===== src/rtl/reg_op_seq_if.sv =====
//==============================================================================
// Module : reg_op_seq_if
// Brief  : Command handshake plus register-file port bundle for reg_op_seq.
// Rev    : 1.0 - initial release
//==============================================================================
`default_nettype none

interface reg_op_seq_if #(
    parameter int DW = 8,
    parameter int AW = 3
);
    logic          cmd_valid;
    logic          cmd_ready;
    logic [2:0]    cmd_op;
    logic [AW-1:0] cmd_srca;
    logic [AW-1:0] cmd_srcb;
    logic [AW-1:0] cmd_dst;
    logic [DW-1:0] cmd_imm;
    logic [AW-1:0] radda;
    logic [AW-1:0] raddb;
    logic [DW-1:0] ra;
    logic [DW-1:0] rb;
    logic          w;
    logic [AW-1:0] wadd;
    logic [DW-1:0] wdata;
    logic          done;
    logic [DW-1:0] result;
    logic          carry;
    logic          zero;

    // The sequencer is the slave of the command issuer.
    modport slave (
        input  cmd_valid, cmd_op, cmd_srca, cmd_srcb, cmd_dst, cmd_imm, ra, rb,
        output cmd_ready, radda, raddb, w, wadd, wdata, done, result, carry, zero
    );

    modport master (
        output cmd_valid, cmd_op, cmd_srca, cmd_srcb, cmd_dst, cmd_imm, ra, rb,
        input  cmd_ready, radda, raddb, w, wadd, wdata, done, result, carry, zero
    );
endinterface

`default_nettype wire


===== src/rtl/reg_op_seq.sv =====
//==============================================================================
// Module : reg_op_seq
// Brief  : Register-to-register command sequencer with ALU and bulk clear.
// Rev    : 1.0 - initial release
//==============================================================================
`default_nettype none

module reg_op_seq #(
    parameter int DW = 8,
    parameter int AW = 3
) (
    input  wire logic    clk,
    input  wire logic    rst_n,
    reg_op_seq_if.slave  bus
);

    localparam logic [2:0] c_OP_MOV = 3'b000;
    localparam logic [2:0] c_OP_ADD = 3'b001;
    localparam logic [2:0] c_OP_SUB = 3'b010;
    localparam logic [2:0] c_OP_AND = 3'b011;
    localparam logic [2:0] c_OP_OR  = 3'b100;
    localparam logic [2:0] c_OP_XOR = 3'b101;
    localparam logic [2:0] c_OP_LDI = 3'b110;
    localparam logic [2:0] c_OP_CLR = 3'b111;

    typedef enum logic [2:0] {
        S_IDLE  = 3'd0,
        S_READ  = 3'd1,
        S_EXEC  = 3'd2,
        S_WRITE = 3'd3,
        S_CLR   = 3'd4
    } state_t;

    state_t        r_state;
    state_t        w_next;
    logic [2:0]    r_op;
    logic [AW-1:0] r_srca;
    logic [AW-1:0] r_srcb;
    logic [AW-1:0] r_dst;
    logic [DW-1:0] r_imm;
    logic [DW-1:0] r_opa;
    logic [DW-1:0] r_opb;
    logic [DW-1:0] r_result;
    logic          r_carry;
    logic          r_zero;
    logic [AW-1:0] r_clr_cnt;

    logic          w_accept;
    logic          w_clr_last;
    logic [DW:0]   w_sum;
    logic [DW:0]   w_diff;
    logic [DW-1:0] w_alu;
    logic          w_alu_carry;

    assign w_accept   = bus.cmd_valid && (r_state == S_IDLE);
    assign w_clr_last = &r_clr_cnt;
    assign w_sum      = {1'b0, r_opa} + {1'b0, r_opb};
    // Bit DW of the zero-extended difference is the unsigned borrow (A < B).
    assign w_diff     = {1'b0, r_opa} - {1'b0, r_opb};

    always_comb begin
        w_alu       = '0;
        w_alu_carry = 1'b0;
        case (r_op)
            c_OP_MOV: w_alu = r_opa;
            c_OP_ADD: begin
                w_alu       = w_sum[DW-1:0];
                w_alu_carry = w_sum[DW];
            end
            c_OP_SUB: begin
                w_alu       = w_diff[DW-1:0];
                w_alu_carry = w_diff[DW];
            end
            c_OP_AND: w_alu = r_opa & r_opb;
            c_OP_OR:  w_alu = r_opa | r_opb;
            c_OP_XOR: w_alu = r_opa ^ r_opb;
            c_OP_LDI: w_alu = r_imm;
            default:  w_alu = '0;
        endcase
    end

    always_ff @(posedge clk or negedge rst_n) begin
        if (!rst_n) begin
            r_state <= S_IDLE;
        end else begin
            r_state <= w_next;
        end
    end

    always_comb begin
        w_next = r_state;
        case (r_state)
            S_IDLE:  if (w_accept) w_next = (bus.cmd_op == c_OP_CLR) ? S_CLR : S_READ;
            S_READ:  w_next = S_EXEC;
            S_EXEC:  w_next = S_WRITE;
            S_WRITE: w_next = S_IDLE;
            S_CLR:   if (w_clr_last) w_next = S_IDLE;
            default: w_next = S_IDLE;
        endcase
    end

    always_ff @(posedge clk or negedge rst_n) begin
        if (!rst_n) begin
            r_op      <= '0;
            r_srca    <= '0;
            r_srcb    <= '0;
            r_dst     <= '0;
            r_imm     <= '0;
            r_opa     <= '0;
            r_opb     <= '0;
            r_result  <= '0;
            r_carry   <= 1'b0;
            r_zero    <= 1'b0;
            r_clr_cnt <= '0;
        end else begin
            if (w_accept) begin
                r_op      <= bus.cmd_op;
                r_srca    <= bus.cmd_srca;
                r_srcb    <= bus.cmd_srcb;
                r_dst     <= bus.cmd_dst;
                r_imm     <= bus.cmd_imm;
                r_clr_cnt <= '0;
                if (bus.cmd_op == c_OP_CLR) begin
                    r_result <= '0;
                    r_carry  <= 1'b0;
                    r_zero   <= 1'b1;
                end
            end
            if (r_state == S_READ) begin
                r_opa <= bus.ra;
                r_opb <= bus.rb;
            end
            if (r_state == S_EXEC) begin
                r_result <= w_alu;
                r_carry  <= w_alu_carry;
                r_zero   <= (w_alu == '0);
            end
            if (r_state == S_CLR) begin
                r_clr_cnt <= r_clr_cnt + 1'b1;
            end
        end
    end

    // Write-side outputs are decoded from state so reset drops w at once.
    always_comb begin
        bus.cmd_ready = (r_state == S_IDLE);
        bus.w         = 1'b0;
        bus.wadd      = '0;
        bus.wdata     = '0;
        bus.done      = 1'b0;
        case (r_state)
            S_WRITE: begin
                bus.w     = 1'b1;
                bus.wadd  = r_dst;
                bus.wdata = r_result;
                bus.done  = 1'b1;
            end
            S_CLR: begin
                bus.w    = 1'b1;
                bus.wadd = r_clr_cnt;
                bus.done = w_clr_last;
            end
            default: ;
        endcase
    end

    assign bus.radda  = r_srca;
    assign bus.raddb  = r_srcb;
    assign bus.result = r_result;
    assign bus.carry  = r_carry;
    assign bus.zero   = r_zero;

endmodule

`default_nettype wire


===== src/flat_wrapper.sv =====
// flat-port wrapper written by rule: the top's interface ports become plain ports
module reg_op_seq_flat 
#(
    parameter int DW = 8,
    parameter int AW = 3
)
  (clk, rst_n, bus_cmd_valid, bus_cmd_op, bus_cmd_srca, bus_cmd_srcb, bus_cmd_dst, bus_cmd_imm, bus_ra, bus_rb, bus_cmd_ready, bus_radda, bus_raddb, bus_w, bus_wadd, bus_wdata, bus_done, bus_result, bus_carry, bus_zero);
  reg_op_seq_if #(.DW(DW), .AW(AW)) bus_i ();
  input  wire logic clk;
  input  wire logic rst_n;
  input wire logic [$bits(bus_i.cmd_valid)-1:0] bus_cmd_valid;
  input wire logic [$bits(bus_i.cmd_op)-1:0] bus_cmd_op;
  input wire logic [$bits(bus_i.cmd_srca)-1:0] bus_cmd_srca;
  input wire logic [$bits(bus_i.cmd_srcb)-1:0] bus_cmd_srcb;
  input wire logic [$bits(bus_i.cmd_dst)-1:0] bus_cmd_dst;
  input wire logic [$bits(bus_i.cmd_imm)-1:0] bus_cmd_imm;
  input wire logic [$bits(bus_i.ra)-1:0] bus_ra;
  input wire logic [$bits(bus_i.rb)-1:0] bus_rb;
  output wire logic [$bits(bus_i.cmd_ready)-1:0] bus_cmd_ready;
  output wire logic [$bits(bus_i.radda)-1:0] bus_radda;
  output wire logic [$bits(bus_i.raddb)-1:0] bus_raddb;
  output wire logic [$bits(bus_i.w)-1:0] bus_w;
  output wire logic [$bits(bus_i.wadd)-1:0] bus_wadd;
  output wire logic [$bits(bus_i.wdata)-1:0] bus_wdata;
  output wire logic [$bits(bus_i.done)-1:0] bus_done;
  output wire logic [$bits(bus_i.result)-1:0] bus_result;
  output wire logic [$bits(bus_i.carry)-1:0] bus_carry;
  output wire logic [$bits(bus_i.zero)-1:0] bus_zero;
  assign bus_i.cmd_valid = bus_cmd_valid;
  assign bus_i.cmd_op = bus_cmd_op;
  assign bus_i.cmd_srca = bus_cmd_srca;
  assign bus_i.cmd_srcb = bus_cmd_srcb;
  assign bus_i.cmd_dst = bus_cmd_dst;
  assign bus_i.cmd_imm = bus_cmd_imm;
  assign bus_i.ra = bus_ra;
  assign bus_i.rb = bus_rb;
  assign bus_cmd_ready = bus_i.cmd_ready;
  assign bus_radda = bus_i.radda;
  assign bus_raddb = bus_i.raddb;
  assign bus_w = bus_i.w;
  assign bus_wadd = bus_i.wadd;
  assign bus_wdata = bus_i.wdata;
  assign bus_done = bus_i.done;
  assign bus_result = bus_i.result;
  assign bus_carry = bus_i.carry;
  assign bus_zero = bus_i.zero;
  reg_op_seq #(.DW(DW), .AW(AW)) u_core (.clk(clk), .rst_n(rst_n), .bus(bus_i));
endmodule

===== config.mk =====
export PLATFORM = sky130hd
export DESIGN_NAME = reg_op_seq_flat
export DESIGN_NICKNAME = d
export VERILOG_FILES = /design/src/rtl/reg_op_seq_if.sv /design/src/rtl/reg_op_seq.sv /design/src/flat_wrapper.sv
export SDC_FILE = /design/constraint.sdc
export NUM_CORES = 1
export LEC_CHECK = 0
export BUFFER_PORTS_ARGS = -buffer_cell sky130_fd_sc_hd__buf_2
export CAP_MARGIN = 20
export CORE_MARGIN = 5
export CORE_UTILIZATION = 55
export DETAILED_ROUTE_END_ITERATION = 7
export PLACE_DENSITY = 0.76
export SYNTH_ARGS = -nofsm -noshare
export SYNTH_HDL_FRONTEND = slang
export SYNTH_SLANG_ARGS = --single-unit

===== constraint.sdc =====
create_clock -name clk -period 6.6 [get_ports clk]
set_input_delay 1.32 -clock clk [delete_from_list [all_inputs] [get_ports clk]]
set_output_delay 1.32 -clock clk [all_outputs]
set_load 0.01 [all_outputs]

==> out/qor.yml <==
global_routing:
  grt_max_degree: 53
  grt_pass1_vias: 2707
  grt_usage: 0.211
  overflow: 0
  grt_antenna_before_repair: 0
  grt_pass1_wl_mm: 12.9
flow_run:
  maxCapViolations: 0
timing:
  finalSetupViolCount: 0
  tightestPinTransition_ps: 937
  hold_viol: 0
  rsz0062_at_grt: "no"
  layout_worst_path_cycle_share: 0.464
  slew_headroom: 0.376
  setup_slack_ps: 3530
  finalSetupTns_ps: 0
  finClkSkew_ps: 12.1
  slew_violations: 0
  finalCriticalPeriod_ps: 3070
  timing.fmax_mhz: 326
layout:
  antennaDiodeCount: 0
  final_common_cell: "buf_2"
  drive_gt1_frac: 0.263
  fillers: 531
  multi_input_area_um2: 1880
  nNetsFinal: 476
  regArea_um2: 1300
  syn_to_final_growth_pct: 13.2
  layout_common_cells: "68 x buf_2, 52 x dfrtp_1, 37 x nand2_1"
clocking:
  numCtsBuffers: 5
  postCtsSetupBuffers: 0
  post_cts_resized: 0
  htree_num_levels: 2
  root_buffer: "clkbuf_8"
  clk_path_buf_depth: 2
  cts_tree: "yes"
  insertion_delay_ps: 320
  hold_buffers: 0
  clk_pin_slew_worst_paths_ps: 110
  cts_sinks: 52
power:
  finalPower_uw: 2090
  p_leak_uw: 0.00182
  peakVddDrop_v: 0.000222
  powerDensity_nw_per_um2: 547
synthesis:
  synth-simple-area-share: 0.146
  synthMuxAreaShare: 0.0724
  synth-compound-area-share: 0.217
  postSynthCellCount: 353
  synth-adder-area-share: 0.108
  synth_xor_area_frac: 0.0130
  syn_avg_cell_area_um2: 9.54
  synth_top_family_by_area: "compound AO/OA/AOI/OAI gates"
  ys_seq_area_frac: 0.386
  async_flop_share: 1.00
  synth_ff_type: "dfrtp_1"
  synth_fp_nets: 420
  synth_warnings: 0
  synth_cell_types: 58
  ys_ff_latch: 52
  syn_area_um2: 3370
  synth-edff-count: 0
route:
  via_count: 2797
  drt_iter0_drc: 139
  maxUsedRoutingLayer: "met4"
  drtPass1Iterations: 4
  wl_met2_mm: 3.64
  wl_met1_mm: 3.36
  drc: 0
  wl_per_cell_um: 15.9
  ant_nets: 0
  met3_length_um: 539
  drt-total-wl_mm: 7.72
  vias_per_cell: 5.77
worst_setup_path:
  cp_max_fo: 12
  crit_required_ps: 5280
  arrival_ps: 1750
  cp-end-kind: "output port"
  start_kind: "flip-flop"
  critical_path_class: "reg2out"
placement:
  gp_congestion: 0.913
  pre_cts_ws_ps: 3590
  hpwl_mm: 5.86
  port_buffers: 68
floorplanning:
  design.die.area_um2: 7790
  initial_utilization: 0.569
  num_io_pins: 69
  dieWidth_um: 88.3
  core_area_um2: 5920
  fp.dieH_um: 88.3
  num_rows: 28
min_path:
  min_path_type: "reg2reg"
run_status:
  status: "completed"
## final timing paths
| kind | start | to | slack (ps) | depth (start not counted) |
|---|---|---|---|---|
| setup / recovery | u_core.r_state[1] | bus_wadd[0] | 3530 | 4 |
| max in group asynchronous | rst_n | u_core.r_opb[6] | 5060 | 2 |
| hold / removal | u_core.bus.raddb[1] | u_core.bus.raddb[1] | 510 | 1 |
| min in group asynchronous | rst_n | u_core.r_dst[1] | 1100 | 2 |
| hold reg to reg | u_core.bus.raddb[1] | u_core.bus.raddb[1] | 510 | 1 |
| setup reg to reg | u_core.r_opa[0] | u_core.bus.zero | 4060 | 9 |
## worst max-delay path, cell delays in order (launching register included)
cell and delay [ps]:
dfrtp_1 490, nand2_1 100, nor2_1 480, a22o_1 240, buf_2 120
## power breakdown
part,leakage [uW],internal (uW),switching (uW)
combinational,0.00114,550,696
clock,0.0000463,78.1,118
sequential,0.000639,469,175
## metrics by stage
stage	hold WS, ps	std cells	util	cell area, um^2
after floorplan	473	353	-	3370
after global placement	486	477	0.627	3710
after detailed placement	492	477	0.627	3710
after CTS	516	485	0.644	3810
after global routing	537	485	0.644	3810
final	515	485	0.644	3810
## cells in the mapped netlist (3+ instances only)
cell type	count	area (um^2)
a22oi_1	3	22.5
xnor2_1	4	35.0
a21o_1	3	22.5
nand2_1	37	139
nor2b_1	8	50.1
inv_1	21	78.8
mux2_2	19	214
a22o_1	9	78.8
nor2_1	15	56.3
nand2b_1	7	43.8
dfrtp_1	52	1300
buf_2	8	40.0
o21ai_0	31	155
clkbuf_1	10	37.5
a221oi_1	3	26.3
ha_1	26	325
nand3_1	9	45.0
a211oi_1	3	22.5
and2_1	13	81.3
o211ai_1	3	22.5
a21oi_1	17	85.1
nor3_1	3	15.0
mux2i_1	3	30.0
## flip-flops by register name (all words and copies together) (netlist names)
| signal | flops |
|---|---|
| u_core.r_opa | 8 |
| u_core.r_opb | 8 |
| u_core.r_imm | 8 |
| u_core.r_dst | 3 |
| u_core.bus.carry | 1 |
| u_core.r_state | 3 |
| u_core.bus.zero | 1 |
| u_core.bus.raddb | 3 |
| u_core.r_clr_cnt | 3 |
| u_core.bus.radda | 3 |
| u_core.bus.result | 8 |
| u_core.r_op | 3 |
## final cells by class
type	instances	share of cell area
Clock buffer	5	0.0181
Tap cell	75	0.0246
Multi-Input combinational cell	258	0.494
Sequential cell	52	0.341
Inverter	22	0.0217
Clock inverter	3	0.00722
Timing Repair Buffer	70	0.0932
## kinds of logic (layout without fill, tap and decap cells)
logic type               after synthesis  in the layout
multiplexers                          22             22
AND/OR/NAND/NOR                      100            100
flip-flops                            52             52
XOR/XNOR                               5              5
buffers and inverters                 43            100
AO/OA/AOI/OAI                        103            103
adder cells (fa/ha/maj)               28             28
## metal layers
metal / vias up / track usage
met5: - / 0
met4: 0 / 0.0769
met3: 15 / 0.0354
met2: 91 / 0.340
met1: 1323 / 0.289
li1: 1368 / -
Note: power is estimated with default switching activity, not from simulation.
